## config.mk

```make
export PLATFORM = sky130hd
export DESIGN_NAME = multicycle_control
export DESIGN_NICKNAME = d
export VERILOG_FILES = /design/src/rtl/multicycle_control_pkg.sv /design/src/rtl/multicycle_control_alu_decoder.sv /design/src/rtl/multicycle_control.sv
export SDC_FILE = /design/constraint.sdc
export NUM_CORES = 1
export LEC_CHECK = 0
export ABC_CLOCK_PERIOD_IN_PS = 4400
export CAP_MARGIN = 20
export CORE_MARGIN = 1
export CORE_UTILIZATION = 40
export CTS_CLUSTER_DIAMETER = 150
export DETAILED_ROUTE_END_ITERATION = 10
export PLACE_DENSITY = 0.83
export SETUP_SLACK_MARGIN = 0.3
export SLEW_MARGIN = 30
export SYNTH_ARGS = -nofsm -noshare
export SYNTH_HDL_FRONTEND = slang
export SYNTH_SLANG_ARGS = --single-unit
export TNS_END_PERCENT = 100
```

## constraint.sdc

```tcl
create_clock -name clk -period 4.4 [get_ports clk]
set_clock_uncertainty 0.15 [all_clocks]
set_input_delay 0.66 -clock clk [delete_from_list [all_inputs] [get_ports clk]]
set_output_delay 0.66 -clock clk [all_outputs]
set_load 0.01 [all_outputs]
```

## src/rtl/multicycle_control_pkg.sv

```systemverilog
// ============================================================================
// Module  : multicycle_control_pkg
// Brief   : State codes, opcodes, funct codes and ALU encodings for the
//           multicycle controller.
// Revision: 1.0 - initial release
// ============================================================================
`default_nettype none

package multicycle_control_pkg;

    localparam logic [3:0] c_st_rst    = 4'd0;
    localparam logic [3:0] c_st_fetch  = 4'd1;
    localparam logic [3:0] c_st_decode = 4'd2;
    localparam logic [3:0] c_st_memadr = 4'd3;
    localparam logic [3:0] c_st_memrd  = 4'd4;
    localparam logic [3:0] c_st_memwb  = 4'd5;
    localparam logic [3:0] c_st_memwr  = 4'd6;
    localparam logic [3:0] c_st_exec   = 4'd7;
    localparam logic [3:0] c_st_aluwb  = 4'd8;
    localparam logic [3:0] c_st_branch = 4'd9;
    localparam logic [3:0] c_st_jump   = 4'd10;
    localparam logic [3:0] c_st_addiex = 4'd11;
    localparam logic [3:0] c_st_addiwb = 4'd12;

    localparam logic [5:0] c_op_rtype = 6'b000000;
    localparam logic [5:0] c_op_lw    = 6'b100011;
    localparam logic [5:0] c_op_sw    = 6'b101011;
    localparam logic [5:0] c_op_beq   = 6'b000100;
    localparam logic [5:0] c_op_bne   = 6'b000101;
    localparam logic [5:0] c_op_j     = 6'b000010;
    localparam logic [5:0] c_op_addi  = 6'b001000;

    localparam logic [5:0] c_fn_add = 6'h20;
    localparam logic [5:0] c_fn_sub = 6'h22;
    localparam logic [5:0] c_fn_and = 6'h24;
    localparam logic [5:0] c_fn_or  = 6'h25;
    localparam logic [5:0] c_fn_nor = 6'h27;
    localparam logic [5:0] c_fn_slt = 6'h2A;

    localparam logic [3:0] c_alu_and = 4'b0000;
    localparam logic [3:0] c_alu_or  = 4'b0001;
    localparam logic [3:0] c_alu_add = 4'b0010;
    localparam logic [3:0] c_alu_sub = 4'b0110;
    localparam logic [3:0] c_alu_slt = 4'b0111;
    localparam logic [3:0] c_alu_nor = 4'b1100;
    localparam logic [3:0] c_alu_inv = 4'b1111;

endpackage

`default_nettype wire

```

## src/rtl/multicycle_control_alu_decoder.sv

```systemverilog
// ============================================================================
// Module  : multicycle_control_alu_decoder
// Brief   : Combinational R-type funct -> ALU control decode.
// Revision: 1.0 - initial release
// ============================================================================
`default_nettype none

module multicycle_control_alu_decoder
    import multicycle_control_pkg::*;
#(
    parameter int FNW = 6
) (
    input  logic [FNW-1:0] funct,
    output logic [3:0]     alu_crl
);

    // Unknown functs select an ALU op that yields zero, so a zero is written back.
    always_comb begin
        alu_crl = c_alu_inv;
        case (funct)
            c_fn_add: alu_crl = c_alu_add;
            c_fn_sub: alu_crl = c_alu_sub;
            c_fn_and: alu_crl = c_alu_and;
            c_fn_or:  alu_crl = c_alu_or;
            c_fn_nor: alu_crl = c_alu_nor;
            c_fn_slt: alu_crl = c_alu_slt;
            default:  alu_crl = c_alu_inv;
        endcase
    end

endmodule

`default_nettype wire

```

## src/rtl/multicycle_control.sv

```systemverilog
// ============================================================================
// Module  : multicycle_control
// Brief   : Multicycle MIPS-subset main controller with memory-ready stalls.
//           Optional feature macro: CTRL_BNE_EN (adds bne via BRANCH state).
// Revision: 1.0 - initial release
// ============================================================================
`default_nettype none

module multicycle_control
    import multicycle_control_pkg::*;
#(
    parameter int OPW = 6,
    parameter int FNW = 6
) (
    input  logic           clk,
    input  logic           rst,
    input  logic [OPW-1:0] opcode,
    input  logic [FNW-1:0] funct,
    input  logic           zero,
    input  logic           mem_ready,
    output logic [3:0]     ALUcrl,
    output logic           alu_src_a,
    output logic [1:0]     alu_src_b,
    output logic [1:0]     pc_src,
    output logic           pc_en,
    output logic           iord,
    output logic           mem_read,
    output logic           mem_write,
    output logic           ir_write,
    output logic           reg_dst,
    output logic           mem_to_reg,
    output logic           reg_write,
    output logic           illegal,
    output logic [3:0]     state
);

    logic [3:0] r_state;
    logic [3:0] w_next_state;
    logic [3:0] w_exec_crl;
    logic       w_illegal;
    logic       w_branch_ne;

    multicycle_control_alu_decoder #(
        .FNW     (FNW)
    ) u_alu_decoder (
        .funct   (funct),
        .alu_crl (w_exec_crl)
    );

`ifdef CTRL_BNE_EN
    // Branch sense is latched in DECODE so BRANCH does not depend on opcode timing.
    logic r_bne;

    always_ff @(posedge clk) begin
        if (rst)
            r_bne <= 1'b0;
        else if (r_state == c_st_decode)
            r_bne <= (opcode == c_op_bne);
    end

    assign w_branch_ne = r_bne;
`else
    assign w_branch_ne = 1'b0;
`endif

    always_ff @(posedge clk) begin
        if (rst)
            r_state <= c_st_rst;
        else
            r_state <= w_next_state;
    end

    always_comb begin
        w_next_state = r_state;
        w_illegal    = 1'b0;
        case (r_state)
            c_st_rst:    w_next_state = c_st_fetch;
            c_st_fetch:  w_next_state = mem_ready ? c_st_decode : c_st_fetch;
            c_st_decode: begin
                case (opcode)
                    c_op_lw, c_op_sw: w_next_state = c_st_memadr;
                    c_op_rtype:       w_next_state = c_st_exec;
                    c_op_beq:         w_next_state = c_st_branch;
`ifdef CTRL_BNE_EN
                    c_op_bne:         w_next_state = c_st_branch;
`endif
                    c_op_j:           w_next_state = c_st_jump;
                    c_op_addi:        w_next_state = c_st_addiex;
                    default: begin
                        w_next_state = c_st_fetch;
                        w_illegal    = 1'b1;
                    end
                endcase
            end
            c_st_memadr: w_next_state = (opcode == c_op_lw) ? c_st_memrd : c_st_memwr;
            c_st_memrd:  w_next_state = mem_ready ? c_st_memwb : c_st_memrd;
            c_st_memwb:  w_next_state = c_st_fetch;
            c_st_memwr:  w_next_state = mem_ready ? c_st_fetch : c_st_memwr;
            c_st_exec:   w_next_state = c_st_aluwb;
            c_st_aluwb:  w_next_state = c_st_fetch;
            c_st_branch: w_next_state = c_st_fetch;
            c_st_jump:   w_next_state = c_st_fetch;
            c_st_addiex: w_next_state = c_st_addiwb;
            c_st_addiwb: w_next_state = c_st_fetch;
            default:     w_next_state = c_st_rst;
        endcase
    end

    always_comb begin
        ALUcrl     = c_alu_and;
        alu_src_a  = 1'b0;
        alu_src_b  = 2'b00;
        pc_src     = 2'b00;
        pc_en      = 1'b0;
        iord       = 1'b0;
        mem_read   = 1'b0;
        mem_write  = 1'b0;
        ir_write   = 1'b0;
        reg_dst    = 1'b0;
        mem_to_reg = 1'b0;
        reg_write  = 1'b0;
        illegal    = w_illegal;
        state      = r_state;
        case (r_state)
            c_st_fetch: begin
                mem_read  = 1'b1;
                alu_src_b = 2'b01;
                ALUcrl    = c_alu_add;
                ir_write  = mem_ready;
                pc_en     = mem_ready;
            end
            c_st_decode: begin
                alu_src_b = 2'b11;
                ALUcrl    = c_alu_add;
            end
            c_st_memadr, c_st_addiex: begin
                alu_src_a = 1'b1;
                alu_src_b = 2'b10;
                ALUcrl    = c_alu_add;
            end
            c_st_memrd: begin
                mem_read = 1'b1;
                iord     = 1'b1;
            end
            c_st_memwb: begin
                reg_write  = 1'b1;
                mem_to_reg = 1'b1;
            end
            c_st_memwr: begin
                mem_write = 1'b1;
                iord      = 1'b1;
            end
            c_st_exec: begin
                alu_src_a = 1'b1;
                ALUcrl    = w_exec_crl;
            end
            c_st_aluwb: begin
                reg_write = 1'b1;
                reg_dst   = 1'b1;
            end
            c_st_branch: begin
                alu_src_a = 1'b1;
                ALUcrl    = c_alu_sub;
                pc_src    = 2'b01;
                pc_en     = w_branch_ne ? ~zero : zero;
            end
            c_st_jump: begin
                pc_src = 2'b10;
                pc_en  = 1'b1;
            end
            c_st_addiwb: reg_write = 1'b1;
            default: ;
        endcase
    end

endmodule

`default_nettype wire

```

==> out/qor.csv <==
metric;value;unit
status;finished, final reports clean;
CTS tree;yes;
I/O pin total;38;
Setup TNS Final;0;ps
final setup vio count;0;
Post-CTS Repair Setup Buffers;0;
Hold WC Path Type;register to register;
Root Driver;clkbuf_4;
highest-delay cell along the critical path;clkdlybuf4s50_1;
Max-cap violations;0;
core area;0.00152;sq mm
maximum clock path buffer count;2;
DRC;0;
crit path max fanout;6;
Clock Power Share;24.6;%
clock latency on the worst-skew pair;240;ps
Hold Crit Start;state[1];
endpoint of the worst hold path;state[3];
Avg WL per Cell;12.9;microns
worst slew pin tran;706;ps
Hold Path Depth;1;
min cycle time layout;3230;ps
hold buffers post-CTS;0;
chip height;42.6;microns
Initial Utilization;43.3;%
Post-Layout Inst Area;0.00101;sq mm
TritonCTS buffer count;3;
via count;822;
Post-DP HPWL;1430;microns
Max Slew Vio Count;0;
total power;0.190;mW
EDFF count, synth;0;
Place WS;1190;ps
count of state elements after synthesis;4;
share of layout cells above drive strength 1;7.14;%
Synth area leader;dfxtp_1;
sequential share of power;28.2;%
H-tree depth;1;
Fmax;310;MHz
WL final;1840;microns
first-pass GRT wire length;3110;microns
Critical Path RT;3590;ps
Synth top area share;12.1;%
Yosys warning count;0;
Sw Ratio;35.4;%
final hold vios;0;
kind of critical path;input port to primary output;
placement row count;14;
post-route clock period utilization;73.3;%
final worst slack;1170;ps
port bufs;37;
ys async rst share;0;%
max incr delay on CP;510;ps
Cells after Synth;92;
gpl congestion;0.850;
Seq/Total Area, Yosys;12.1;%
routed vias/inst;5.79;
Die ar.;0.00182;sq mm
Sw Pwr;0.0674;mW
largest net degree at the start of global routing;24;
flop2flop setup slack;2550;ps
startpoint types;input port;
Final ANT Viol Nets;0;
RSZ-0062 raised after global routing;no;
syn_nets;108;
Synth Cell Area;661;sq um
clock sinks;4;
clk slew on worst S/H paths;40;ps
leakage power;0.357;nW
global-route total usage across every layer;21.6;%
main area contributors after synthesis;dfxtp_1 (12%), buf_6 (8.5%), nor2_1 (6.3%), nand2b_1 (5.7%), nor3b_1 (3.4%);
Pwr Density;188;mW/mm^2
Slew headroom;52.9;%
filler cell count;140;
Internal;0.123;mW
worst reg2reg path depth;4;
R2R Path Start;state[1];
critical-path cell list;clkdlybuf4s50_1, a211o_2, a211oi_1, a211oi_1, clkdlybuf4s50_1;
reg-to-reg endpoint;state[2];
post_cts resized;0;
prevailing post-synth register cell;dfxtp_1;
TritonRoute pass-1 iters;4;
Syn Area/Cell;7.18;sq um
combinational power share;47.2;%
initial antenna violation count;0;
Ant. Diodes;0;
Worst VDD drop;0.237;mV
die width;42.6;microns
max FFs per register;4;
vias in the first global route;761;
Layout area overhead;53.4;%
dpl cell area;991;sq um
total grt overflow;0;
Iteration-0 DRC Markers;9;
Distinct cells, synth;42;
crit path DAT;2420;ps
Final nets;144;
CP endpoint kind;primary output;
## through the flow
step | util (%) | instances | hold WS, ps
2_1_floorplan | - | 92 | 568
3_3_place_gp | 65.0 | 139 | 601
3_5_place_dp | 65.0 | 139 | 613
4_1_cts | 66.5 | 142 | 622
5_1_grt | 66.5 | 142 | 680
6_report | 66.5 | 142 | 632
## layer usage
layer  GRT usage (%)  wire length (microns)
met5               0                      0
met4            9.38                     53
met3            4.31                    127
met2            38.2                    908
met1            24.6                    748
## synth_stat cells, types with 2 or more instances
| library cell | number |
|---|---|
| xor2_1 | 2 |
| a21o_1 | 2 |
| a21oi_1 | 4 |
| a211o_2 | 2 |
| nand3_1 | 4 |
| buf_6 | 5 |
| nor2_1 | 11 |
| a31oi_1 | 3 |
| nor3b_1 | 3 |
| inv_1 | 2 |
| a211oi_1 | 2 |
| nor2b_1 | 3 |
| o21ai_0 | 4 |
| nor3_1 | 4 |
| dfxtp_1 | 4 |
| nand2_1 | 5 |
| nor4_1 | 2 |
| nand2b_1 | 6 |
## cell families (layout without fill, tap and decap cells)
family,count (synthesis),count (layout),synth area share (%)
buffers and inverters,8,42,10.2
AND/OR/NAND/NOR,50,50,44.1
flip-flops,4,4,12.1
XOR/XNOR,3,3,3.98
multiplexers,1,1,1.52
AO/OA/AOI/OAI,26,26,28.0
## critical path, delay by kind of cell
kind	cells	cell delay, ps
AOI/OAI and AO/OA	3	750
buffers and inverters	2	1000
## power by group through the flow
stage / Clock (mW) / Combinational (mW) / Sequential, mW
final: 0.0468 / 0.0899 / 0.0537
after global routing: 0.0493 / 0.0969 / 0.0552
after CTS: 0.0474 / 0.0902 / 0.0534
after detailed placement: 0 / 0.0899 / 0.0542
after global placement: 0 / 0.0871 / 0.0537
after floorplan: 0 / 0.0573 / 0.0440
## placed cells by master (no fill, tap or decap), types with 2 or more instances in the layout
cell type	count
a211oi_1	2
a31oi_1	3
nor2b_1	3
dfxtp_1	4
a211o_2	2
clkdlybuf4s50_1	37
nand3_1	4
nor3b_1	3
nor4_1	2
o21ai_0	4
a21o_1	2
nand2_1	5
a21oi_1	4
nor3_1	4
xor2_1	2
nor2_1	11
nand2b_1	6
clkbuf_4	3
inv_1	2
## layout make-up
class	instances	area (sq um)	area share (%)
timing repair buffer	37	370	36.5
tap	16	20.0	1.98
inverter	2	7.51	0.741
multi-input combinational	80	513	50.6
sequential	4	80.1	7.90
clock buffer	3	22.5	2.22
## how the worst max path moves through the flow
stage,slack (ps),cells past startpoint,from,endpoint
global placement,1260,5,opcode[3],illegal
floorplan,2260,4,funct[0],ALUcrl[1]
finish,1170,5,opcode[3],illegal
CTS,1180,5,opcode[3],illegal
global route,1080,5,opcode[3],illegal
detailed placement,1190,5,opcode[3],illegal
No activity file was read; power rests on OpenSTA's default activity.
